`src/rtl/mem_cache_unit_pkg.sv`:
```
// Shared definitions for the memory front-end.
//   - work_type encodings (size field and signed flag)
//   - sequencer FSM state encoding
//   - default IO region selector
//   - helpers: byte count from a size field, load-data extension
package mem_cache_unit_pkg;

    localparam int WORD_W = 32;

    // work_type[1:0] size field, work_type[WT_SIGNED] selects sign extension
    localparam logic [1:0] WT_BYTE   = 2'b00;
    localparam logic [1:0] WT_HALF   = 2'b01;
    localparam logic [1:0] WT_WORD   = 2'b10;
    localparam int         WT_SIGNED = 2;

    // addr[MEM_ADDR_W-1:MEM_ADDR_W-2] value that selects the IO region
    localparam logic [1:0] IO_SEL_DEF = 2'b11;

    typedef enum logic [1:0] {
        S_IDLE  = 2'd0,
        S_STALL = 2'd1,
        S_XFER  = 2'd2,
        S_DONE  = 2'd3
    } state_t;

    function automatic logic [2:0] byte_count(input logic [1:0] sz);
        case (sz)
            WT_BYTE: return 3'd1;
            WT_HALF: return 3'd2;
            default: return 3'd4;
        endcase
    endfunction

    function automatic logic [WORD_W-1:0] extend_load(input logic [WORD_W-1:0] raw,
                                                      input logic [2:0]        wt);
        logic s;
        s = wt[WT_SIGNED];
        case (wt[1:0])
            WT_BYTE: return {{24{s & raw[7]}}, raw[7:0]};
            WT_HALF: return {{16{s & raw[15]}}, raw[15:0]};
            default: return raw;
        endcase
    endfunction

endpackage

```
`src/rtl/mem_cache_unit_icache_dm.sv`:
```
// Direct-mapped instruction cache, one 32-bit word per line.
// Ports:
//   i_clk, i_rst             clock, synchronous active-high reset (clears valid bits)
//   i_rd_addr                word address for the combinational lookup
//   o_hit, o_rd_data         lookup result
//   i_fill_en/addr/data      line write (tag + data, sets valid)
//   i_inv_en/addr            snoop invalidate; clears the line only on tag match
// When fill and invalidate hit the same line in one cycle the invalidate wins.
module icache_dm
    import mem_cache_unit_pkg::*;
#(
    parameter int ICACHE_IDX_W = 4,
    parameter int MEM_ADDR_W   = 18
) (
    input  logic                    i_clk,
    input  logic                    i_rst,
    input  logic [MEM_ADDR_W-1:2]   i_rd_addr,
    output logic                    o_hit,
    output logic [WORD_W-1:0]       o_rd_data,
    input  logic                    i_fill_en,
    input  logic [MEM_ADDR_W-1:2]   i_fill_addr,
    input  logic [WORD_W-1:0]       i_fill_data,
    input  logic                    i_inv_en,
    input  logic [MEM_ADDR_W-1:2]   i_inv_addr
);
    localparam int LINES = 1 << ICACHE_IDX_W;
    localparam int TAG_W = MEM_ADDR_W - ICACHE_IDX_W - 2;

    logic [LINES-1:0]   r_valid;
    logic [TAG_W-1:0]   r_tag  [LINES];
    logic [WORD_W-1:0]  r_data [LINES];

    logic [ICACHE_IDX_W-1:0] w_rd_idx, w_fill_idx, w_inv_idx;
    logic [TAG_W-1:0]        w_rd_tag, w_fill_tag, w_inv_tag;

    assign w_rd_idx   = i_rd_addr[ICACHE_IDX_W+1:2];
    assign w_rd_tag   = i_rd_addr[MEM_ADDR_W-1:ICACHE_IDX_W+2];
    assign w_fill_idx = i_fill_addr[ICACHE_IDX_W+1:2];
    assign w_fill_tag = i_fill_addr[MEM_ADDR_W-1:ICACHE_IDX_W+2];
    assign w_inv_idx  = i_inv_addr[ICACHE_IDX_W+1:2];
    assign w_inv_tag  = i_inv_addr[MEM_ADDR_W-1:ICACHE_IDX_W+2];

    assign o_hit     = r_valid[w_rd_idx] && (r_tag[w_rd_idx] == w_rd_tag);
    assign o_rd_data = r_data[w_rd_idx];

    always_ff @(posedge i_clk) begin
        if (i_rst) begin
            r_valid <= '0;
        end else begin
            if (i_fill_en)
                r_valid[w_fill_idx] <= 1'b1;
            // Written after the fill so it takes precedence on the same line.
            if (i_inv_en && r_valid[w_inv_idx] && (r_tag[w_inv_idx] == w_inv_tag))
                r_valid[w_inv_idx] <= 1'b0;
        end
    end

    // Tag/data arrays need no reset: a line is only trusted while valid.
    always_ff @(posedge i_clk) begin
        if (i_fill_en) begin
            r_tag[w_fill_idx]  <= w_fill_tag;
            r_data[w_fill_idx] <= i_fill_data;
        end
    end

endmodule

```
`src/rtl/mem_cache_unit.sv`:
```
// Memory front-end: instruction cache, data/fetch arbiter and byte-serial
// RAM/IO sequencer on an 8-bit bus.
// Optional build macro: CACHE_FAIR_ARB_EN (alternating grant on contention;
// without it data requests have strict priority over fetch misses).
// Ports:
//   clk_in, rst_in, rdy_in          clock, sync active-high reset, global enable
//   mem_din/mem_dout/mem_a/mem_wr   external byte bus (read data has 1-cycle latency)
//   io_buffer_full                  UART back-pressure, stalls IO-region stores
//   rob_clear                       flush: blocks acceptance, aborts reads
//   need_inst/inst_addr/inst_*      fetch port
//   need_data/is_write/data_addr/data_in/work_type/data_*  load/store port
//   o_dbg_state                     current sequencer state
// Handshake: a request is held high until its *_handle pulses; *_handle is
// combinational in the accepting cycle. *_ready pulses exactly one cycle with
// the result (hits: handle and ready in the same cycle). rdy_in=0 forces all
// handle/ready low and freezes the sequencer.
module mem_cache_unit
    import mem_cache_unit_pkg::*;
#(
    parameter int         ICACHE_IDX_W = 4,
    parameter int         MEM_ADDR_W   = 18,
    parameter logic [1:0] IO_SEL_HI    = IO_SEL_DEF
) (
    input  logic        clk_in,
    input  logic        rst_in,
    input  logic        rdy_in,
    input  logic [7:0]  mem_din,
    output logic [7:0]  mem_dout,
    output logic [31:0] mem_a,
    output logic        mem_wr,
    input  logic        io_buffer_full,
    input  logic        rob_clear,
    input  logic        need_inst,
    input  logic [31:0] inst_addr,
    output logic        inst_handle,
    output logic        inst_ready,
    output logic [31:0] inst_out,
    input  logic        need_data,
    input  logic        is_write,
    input  logic [31:0] data_addr,
    input  logic [31:0] data_in,
    input  logic [2:0]  work_type,
    output logic        data_handle,
    output logic        data_ready,
    output logic [31:0] data_out,
    output logic [1:0]  o_dbg_state
);
    state_t      r_state, w_next;
    logic [31:0] r_addr, r_wdata, r_buf;
    logic [2:0]  r_type, r_cnt, w_n;
    logic        r_is_write, r_is_inst;

    logic        w_hit, w_hit_serve, w_miss_req, w_can_accept;
    logic        w_grant_data, w_grant_inst, w_fill_ready, w_fill_en;
    logic        w_data_io, w_cur_io;
    logic [31:0] w_cache_data;

    assign w_n       = byte_count(r_type[1:0]);
    assign w_data_io = (data_addr[MEM_ADDR_W-1 -: 2] == IO_SEL_HI);
    assign w_cur_io  = (r_addr[MEM_ADDR_W-1 -: 2] == IO_SEL_HI);

    icache_dm #(.ICACHE_IDX_W(ICACHE_IDX_W), .MEM_ADDR_W(MEM_ADDR_W)) u_icache (
        .i_clk       (clk_in),
        .i_rst       (rst_in),
        .i_rd_addr   (inst_addr[MEM_ADDR_W-1:2]),
        .o_hit       (w_hit),
        .o_rd_data   (w_cache_data),
        .i_fill_en   (w_fill_en),
        .i_fill_addr (r_addr[MEM_ADDR_W-1:2]),
        .i_fill_data (r_buf),
        .i_inv_en    (w_grant_data && is_write),
        .i_inv_addr  (data_addr[MEM_ADDR_W-1:2])
    );

    // Hits bypass the sequencer; they stand aside only while a fill is being
    // returned so the instruction port carries one result per cycle.
    assign w_hit_serve  = rdy_in && need_inst && w_hit && !rob_clear &&
                          !(r_state == S_DONE && r_is_inst);
    assign w_miss_req   = need_inst && !w_hit;
    assign w_can_accept = rdy_in && (r_state == S_IDLE) && !rob_clear;

`ifdef CACHE_FAIR_ARB_EN
    logic r_last_data;   // 1: data won the most recent contended grant
    logic w_contend;
    assign w_contend    = w_can_accept && need_data && w_miss_req;
    assign w_grant_data = w_can_accept && need_data && !(w_contend && r_last_data);

    always_ff @(posedge clk_in) begin
        if (rst_in)
            r_last_data <= 1'b0;
        else if (w_contend)
            r_last_data <= w_grant_data;
    end
`else
    assign w_grant_data = w_can_accept && need_data;
`endif
    assign w_grant_inst = w_can_accept && w_miss_req && !w_grant_data;

    // IO-region reads must never be cached.
    assign w_fill_en = w_fill_ready && !w_cur_io;

    // State register
    always_ff @(posedge clk_in) begin
        if (rst_in)
            r_state <= S_IDLE;
        else if (rdy_in)
            r_state <= w_next;
    end

    // Next-state logic. Reads run N+1 XFER cycles (address phase plus the
    // one-cycle RAM latency); writes run N.
    always_comb begin
        w_next = r_state;
        case (r_state)
            S_IDLE: begin
                if (w_grant_data)
                    w_next = (is_write && w_data_io && io_buffer_full) ? S_STALL : S_XFER;
                else if (w_grant_inst)
                    w_next = S_XFER;
            end
            S_STALL: if (!io_buffer_full) w_next = S_XFER;
            S_XFER: begin
                if (!r_is_write && rob_clear)
                    w_next = S_IDLE;
                else if (r_is_write ? (r_cnt == w_n - 3'd1) : (r_cnt == w_n))
                    w_next = S_DONE;
            end
            S_DONE:  w_next = S_IDLE;
            default: w_next = S_IDLE;
        endcase
    end

    // Output logic
    always_comb begin
        mem_a        = 32'd0;
        mem_wr       = 1'b0;
        mem_dout     = 8'd0;
        data_ready   = 1'b0;
        w_fill_ready = 1'b0;
        case (r_state)
            S_XFER: begin
                if (r_cnt < w_n)
                    mem_a = r_addr + {29'd0, r_cnt};   // wraps modulo 2^32
                if (r_is_write) begin
                    mem_wr = 1'b1;
                    case (r_cnt[1:0])
                        2'd0:    mem_dout = r_wdata[7:0];
                        2'd1:    mem_dout = r_wdata[15:8];
                        2'd2:    mem_dout = r_wdata[23:16];
                        default: mem_dout = r_wdata[31:24];
                    endcase
                end
            end
            S_DONE: begin
                if (rdy_in && !rob_clear) begin
                    if (r_is_inst) w_fill_ready = 1'b1;
                    else           data_ready   = 1'b1;
                end
            end
            default: ;
        endcase
    end

    assign inst_handle = w_grant_inst || w_hit_serve;
    assign inst_ready  = w_fill_ready || w_hit_serve;
    assign inst_out    = w_fill_ready ? r_buf : w_cache_data;
    assign data_handle = w_grant_data;
    assign data_out    = extend_load(r_buf, r_type);
    assign o_dbg_state = r_state;

    // Request latch, byte counter and read assembly. In XFER cycle k the bus
    // returns the byte addressed in cycle k-1.
    always_ff @(posedge clk_in) begin
        if (rst_in) begin
            r_addr     <= 32'd0;
            r_wdata    <= 32'd0;
            r_buf      <= 32'd0;
            r_type     <= 3'd0;
            r_cnt      <= 3'd0;
            r_is_write <= 1'b0;
            r_is_inst  <= 1'b0;
        end else if (rdy_in) begin
            if (w_grant_data) begin
                r_addr     <= data_addr;
                r_wdata    <= data_in;
                r_type     <= work_type;
                r_is_write <= is_write;
                r_is_inst  <= 1'b0;
                r_cnt      <= 3'd0;
            end else if (w_grant_inst) begin
                r_addr     <= inst_addr;
                r_type     <= {1'b0, WT_WORD};
                r_is_write <= 1'b0;
                r_is_inst  <= 1'b1;
                r_cnt      <= 3'd0;
            end else if (r_state == S_XFER) begin
                r_cnt <= r_cnt + 3'd1;
                if (!r_is_write) begin
                    case (r_cnt)
                        3'd1:    r_buf[7:0]   <= mem_din;
                        3'd2:    r_buf[15:8]  <= mem_din;
                        3'd3:    r_buf[23:16] <= mem_din;
                        3'd4:    r_buf[31:24] <= mem_din;
                        default: ;
                    endcase
                end
            end
        end
    end

endmodule

```
`config.mk`:
```
export PLATFORM = sky130hd
export DESIGN_NAME = mem_cache_unit
export DESIGN_NICKNAME = d
export VERILOG_FILES = /design/src/rtl/mem_cache_unit_pkg.sv /design/src/rtl/mem_cache_unit_icache_dm.sv /design/src/rtl/mem_cache_unit.sv
export SDC_FILE = /design/constraint.sdc
export NUM_CORES = 1
export LEC_CHECK = 0
export BUFFER_PORTS_ARGS = -buffer_cell sky130_fd_sc_hd__buf_2
export CAP_MARGIN = 20
export CORE_AREA = 2 2 270 272
export DETAILED_ROUTE_END_ITERATION = 6
export DIE_AREA = 0 0 272 274
export PLACE_DENSITY = 0.67
export SYNTH_ARGS = -nofsm -noshare
export SYNTH_HDL_FRONTEND = slang
export SYNTH_SLANG_ARGS = --single-unit
export TNS_END_PERCENT = 50
```
`constraint.sdc`:
```
create_clock -name clk_in -period 8 [get_ports clk_in]
set_clock_uncertainty 0.2 [all_clocks]
set_input_delay 2.4 -clock clk_in [delete_from_list [all_inputs] [get_ports clk_in]]
set_output_delay 2.4 -clock clk_in [all_outputs]
set_load 0.03 [all_outputs]
```
==> impl_metrics.ini <==
[run_status]
outcome = finished clean

[logic_synthesis]
yosysWarnings = 0
synth_area_mm2 = 0.0355
synthAdderAreaFrac_pct = 0.444
synth-compound-area-share_pct = 5.26
ys_seq_elements = 826
syn_nets = 2164
synth-async-reset-ratio_pct = 0
synth_edf_count = 704
synth_top_family_by_area = multiplexers
synth_xor_area_share_pct = 1.40
syn-instance-count = 2037
syn_area_per_cell_um2 = 17.4
yosys.cell_types.count = 55
seq_area_frac_synth_pct = 66.4
muxShareOfSynthArea_pct = 19.4
yosys_most_used_dff = edfxtp_1
yosys.area_share.simple_pct = 4.89

[timing]
relSlewSlack_pct = 28.2
hold_viol_final = 0
clock.fmax_ghz = 0.128
setup_viol = 0
setup_slack_ns = 0.188
rsz0062_at_grt = false
whs_ns = 0.257
period_minus_slack_ns = 7.81
drv_slew = 0
period_share_pct = 97.7
max_slew.worst_pin.slew_ns = 1.08
tns_ns = 0

[cts]
htree_levels = 3
cts-root-buf = clkbuf_16
cts_setup_buffers = 0
numCtsBuffers = 83
cts.reportedPaths.clkPinSlew_ns = 0.06
clockBufferDepth = 3
cts_sinks = 826
clk_latency_ns = 0.64
tritoncts = yes

[job]
cap_violations = 0

[setup_path]
crit_chain = buf_8 > buf_12 > buf_4 > mux4_2 > mux2i_1 > xnor2_1 > mux2i_1 > o2111ai_1 > or3_4 > a21oi_1 > o21a_1 > buf_2
cp.required_ns = 5.40
crit_type = in -> out
arrival_ns = 5.21
cp-start-kind = primary input
end_kind = primary output
path_max_fanout = 14
slowest_stage = mux4_2
cp_slowest_stage_delay_ns = 0.48
critical-path-top-delay-family = multiplexers
cp_common_cell = mux2i_1
crit_buf_inv = 4

[final_layout]
final_cell_area_mm2 = 0.0407
nNetsFinal = 2383
areaGrowthSynthToFinish_pct = 14.6
finalNonFillerCells = 3284
fin_util_pct = 56.6
drive_above_1_share_pct = 33.6

[place]
place_congestion = 0.864
placed_area_mm2 = 0.0380
io_buffer_count = 225
hpwl_mm = 55.1
dpl.cell_count = 3129
preCtsSetupSlack_ns = 0.0142

[pwr]
powerDensity_mw_per_mm2 = 220
power.total_mw = 8.95
irDropWorstVdd_v = 0.000144
leakagePower_nw = 15.0

[detailed_routing]
vias_per_cell = 6.35
drt_iter0_markers = 2474
totalWireLength_mm = 94.6
drc = 0
dr_total_vias = 20900
drt-wirelength-per-cell_um = 28.8
antenna_left = 0
drt_first_pass_iters = 5

[grt]
grt_pass1_vias = 21100
gr-total-overflow = 0
grt_pass1_wl_mm = 140
track_usage_pct = 25.6
antenna_found_initial = 5
grt_max_degree = 113

[die]
start_util_pct = 49.4
die_y_um = 274
die-area_mm2 = 0.0745
io_pins = 226
std_cell_rows = 99
fp.dieW_um = 272
core_mm2 = 0.0720

[hold_path]
hold_class = reg -> reg
-- cell families (layout without fill, tap and decap cells) --
group / Yosys count / in the layout
buffers and inverters: 173 / 460
xor gates and xnor gates: 57 / 57
adders and majority gates: 12 / 12
other: 0 / 1
DFF: 826 / 826
and+or+nand+nor: 370 / 370
muxes: 338 / 338
AOI/OAI and AO/OA: 261 / 261
-- what timing repair did --
action | 4_1_cts | 5_1_grt
endpoints found under the setup margin | 0 | 2
hold buffers | 0 | 0
resized for setup | 0 | 1
-- sequential cells by signal (all words and copies together) (netlist names) --
register / cells
o_dbg_state: 2
r_addr: 32
r_buf: 32
r_cnt: 3
r_is_inst: 1
r_is_write: 1
r_type: 3
r_wdata: 32
u_icache.r_data: 512
u_icache.r_tag: 192
u_icache.r_valid: 16
-- cell usage in the layout (no fill, tap or decap), types with 12 or more instances in the layout --
| master | n |
|---|---|
| edfxtp_1 | 704 |
| mux4_2 | 277 |
| buf_2 | 221 |
| nand2_1 | 127 |
| dfxtp_1 | 122 |
| a21oi_1 | 108 |
| clkbuf_16 | 86 |
| nor2_1 | 73 |
| buf_4 | 51 |
| nand3_1 | 40 |
| and3_1 | 40 |
| xnor2_1 | 37 |
| o211ai_1 | 37 |
| mux2_2 | 34 |
| mux2i_1 | 27 |
| a22oi_2 | 27 |
| xor2_1 | 20 |
| a21o_1 | 19 |
| clkbuf_1 | 19 |
| o21ai_0 | 17 |
| clkinv_1 | 17 |
| nand4_1 | 16 |
| buf_12 | 16 |
| inv_1 | 13 |
| nor2_4 | 12 |
-- path summary, 6_finish.rpt --
kind	startpoint	to	slack, ns	cells past startpoint
worst max register to register	o_dbg_state[1]$_SDFFE_PP0P_	u_icache.r_valid[0]$_SDFF_PP0_	4.26	10
worst max-delay path	inst_addr[2]	inst_handle	0.19	12
worst min register to register	r_wdata[10]$_SDFFE_PP0P_	r_wdata[10]$_SDFFE_PP0P_	0.26	2
worst min-delay path	r_wdata[10]$_SDFFE_PP0P_	r_wdata[10]$_SDFFE_PP0P_	0.26	2
-- synth_stat cells, types with 17 or more instances --
library cell | n | share of area (%)
a21o_1 | 19 | 0.40
clkbuf_1 | 99 | 1.0
buf_2 | 24 | 0.34
nand2_1 | 127 | 1.3
edfxtp_1 | 704 | 59
a22oi_2 | 27 | 0.95
o21ai_0 | 17 | 0.24
a21oi_1 | 108 | 1.5
xor2_1 | 20 | 0.49
and3_1 | 41 | 0.72
o211ai_1 | 37 | 0.78
mux2i_1 | 27 | 0.76
mux2_2 | 34 | 1.1
mux4_2 | 277 | 18
xnor2_1 | 37 | 0.91
nand3_1 | 41 | 0.58
nor2_1 | 86 | 0.91
dfxtp_1 | 122 | 6.9
-- per-layer routing --
layer  track usage, %  share of wire [%]
met1             36.4                 40
met2             41.2                 48
met3             4.49                8.8
met4             7.43                2.4
met5                0              0.012
-- worst register-to-register path, delay by kind of cell (launching register included) --
kind,cells,cell delay (ns)
compound gates,1,0.25
buf+inv,3,1.01
flops,1,0.44
simple gates,6,1.75
-- power by group --
part	switching, mW	internal, mW
registers	0.0361	4.64
clock network	1.63	2.23
logic	0.235	0.176
-- cell type report --
| cell class | instances | area, µm² |
|---|---|---|
| fill | 5489 | 31300 |
| sequential | 826 | 23600 |
| multi-input combinational | 1038 | 11300 |
| clock buffer | 111 | 2310 |
| timing repair buffer | 291 | 1850 |
| tap | 959 | 1200 |
| clock inverter | 42 | 405 |
| inverter | 16 | 61.3 |
| antenna | 1 | 2.50 |
(Power assumes the default switching activity.)
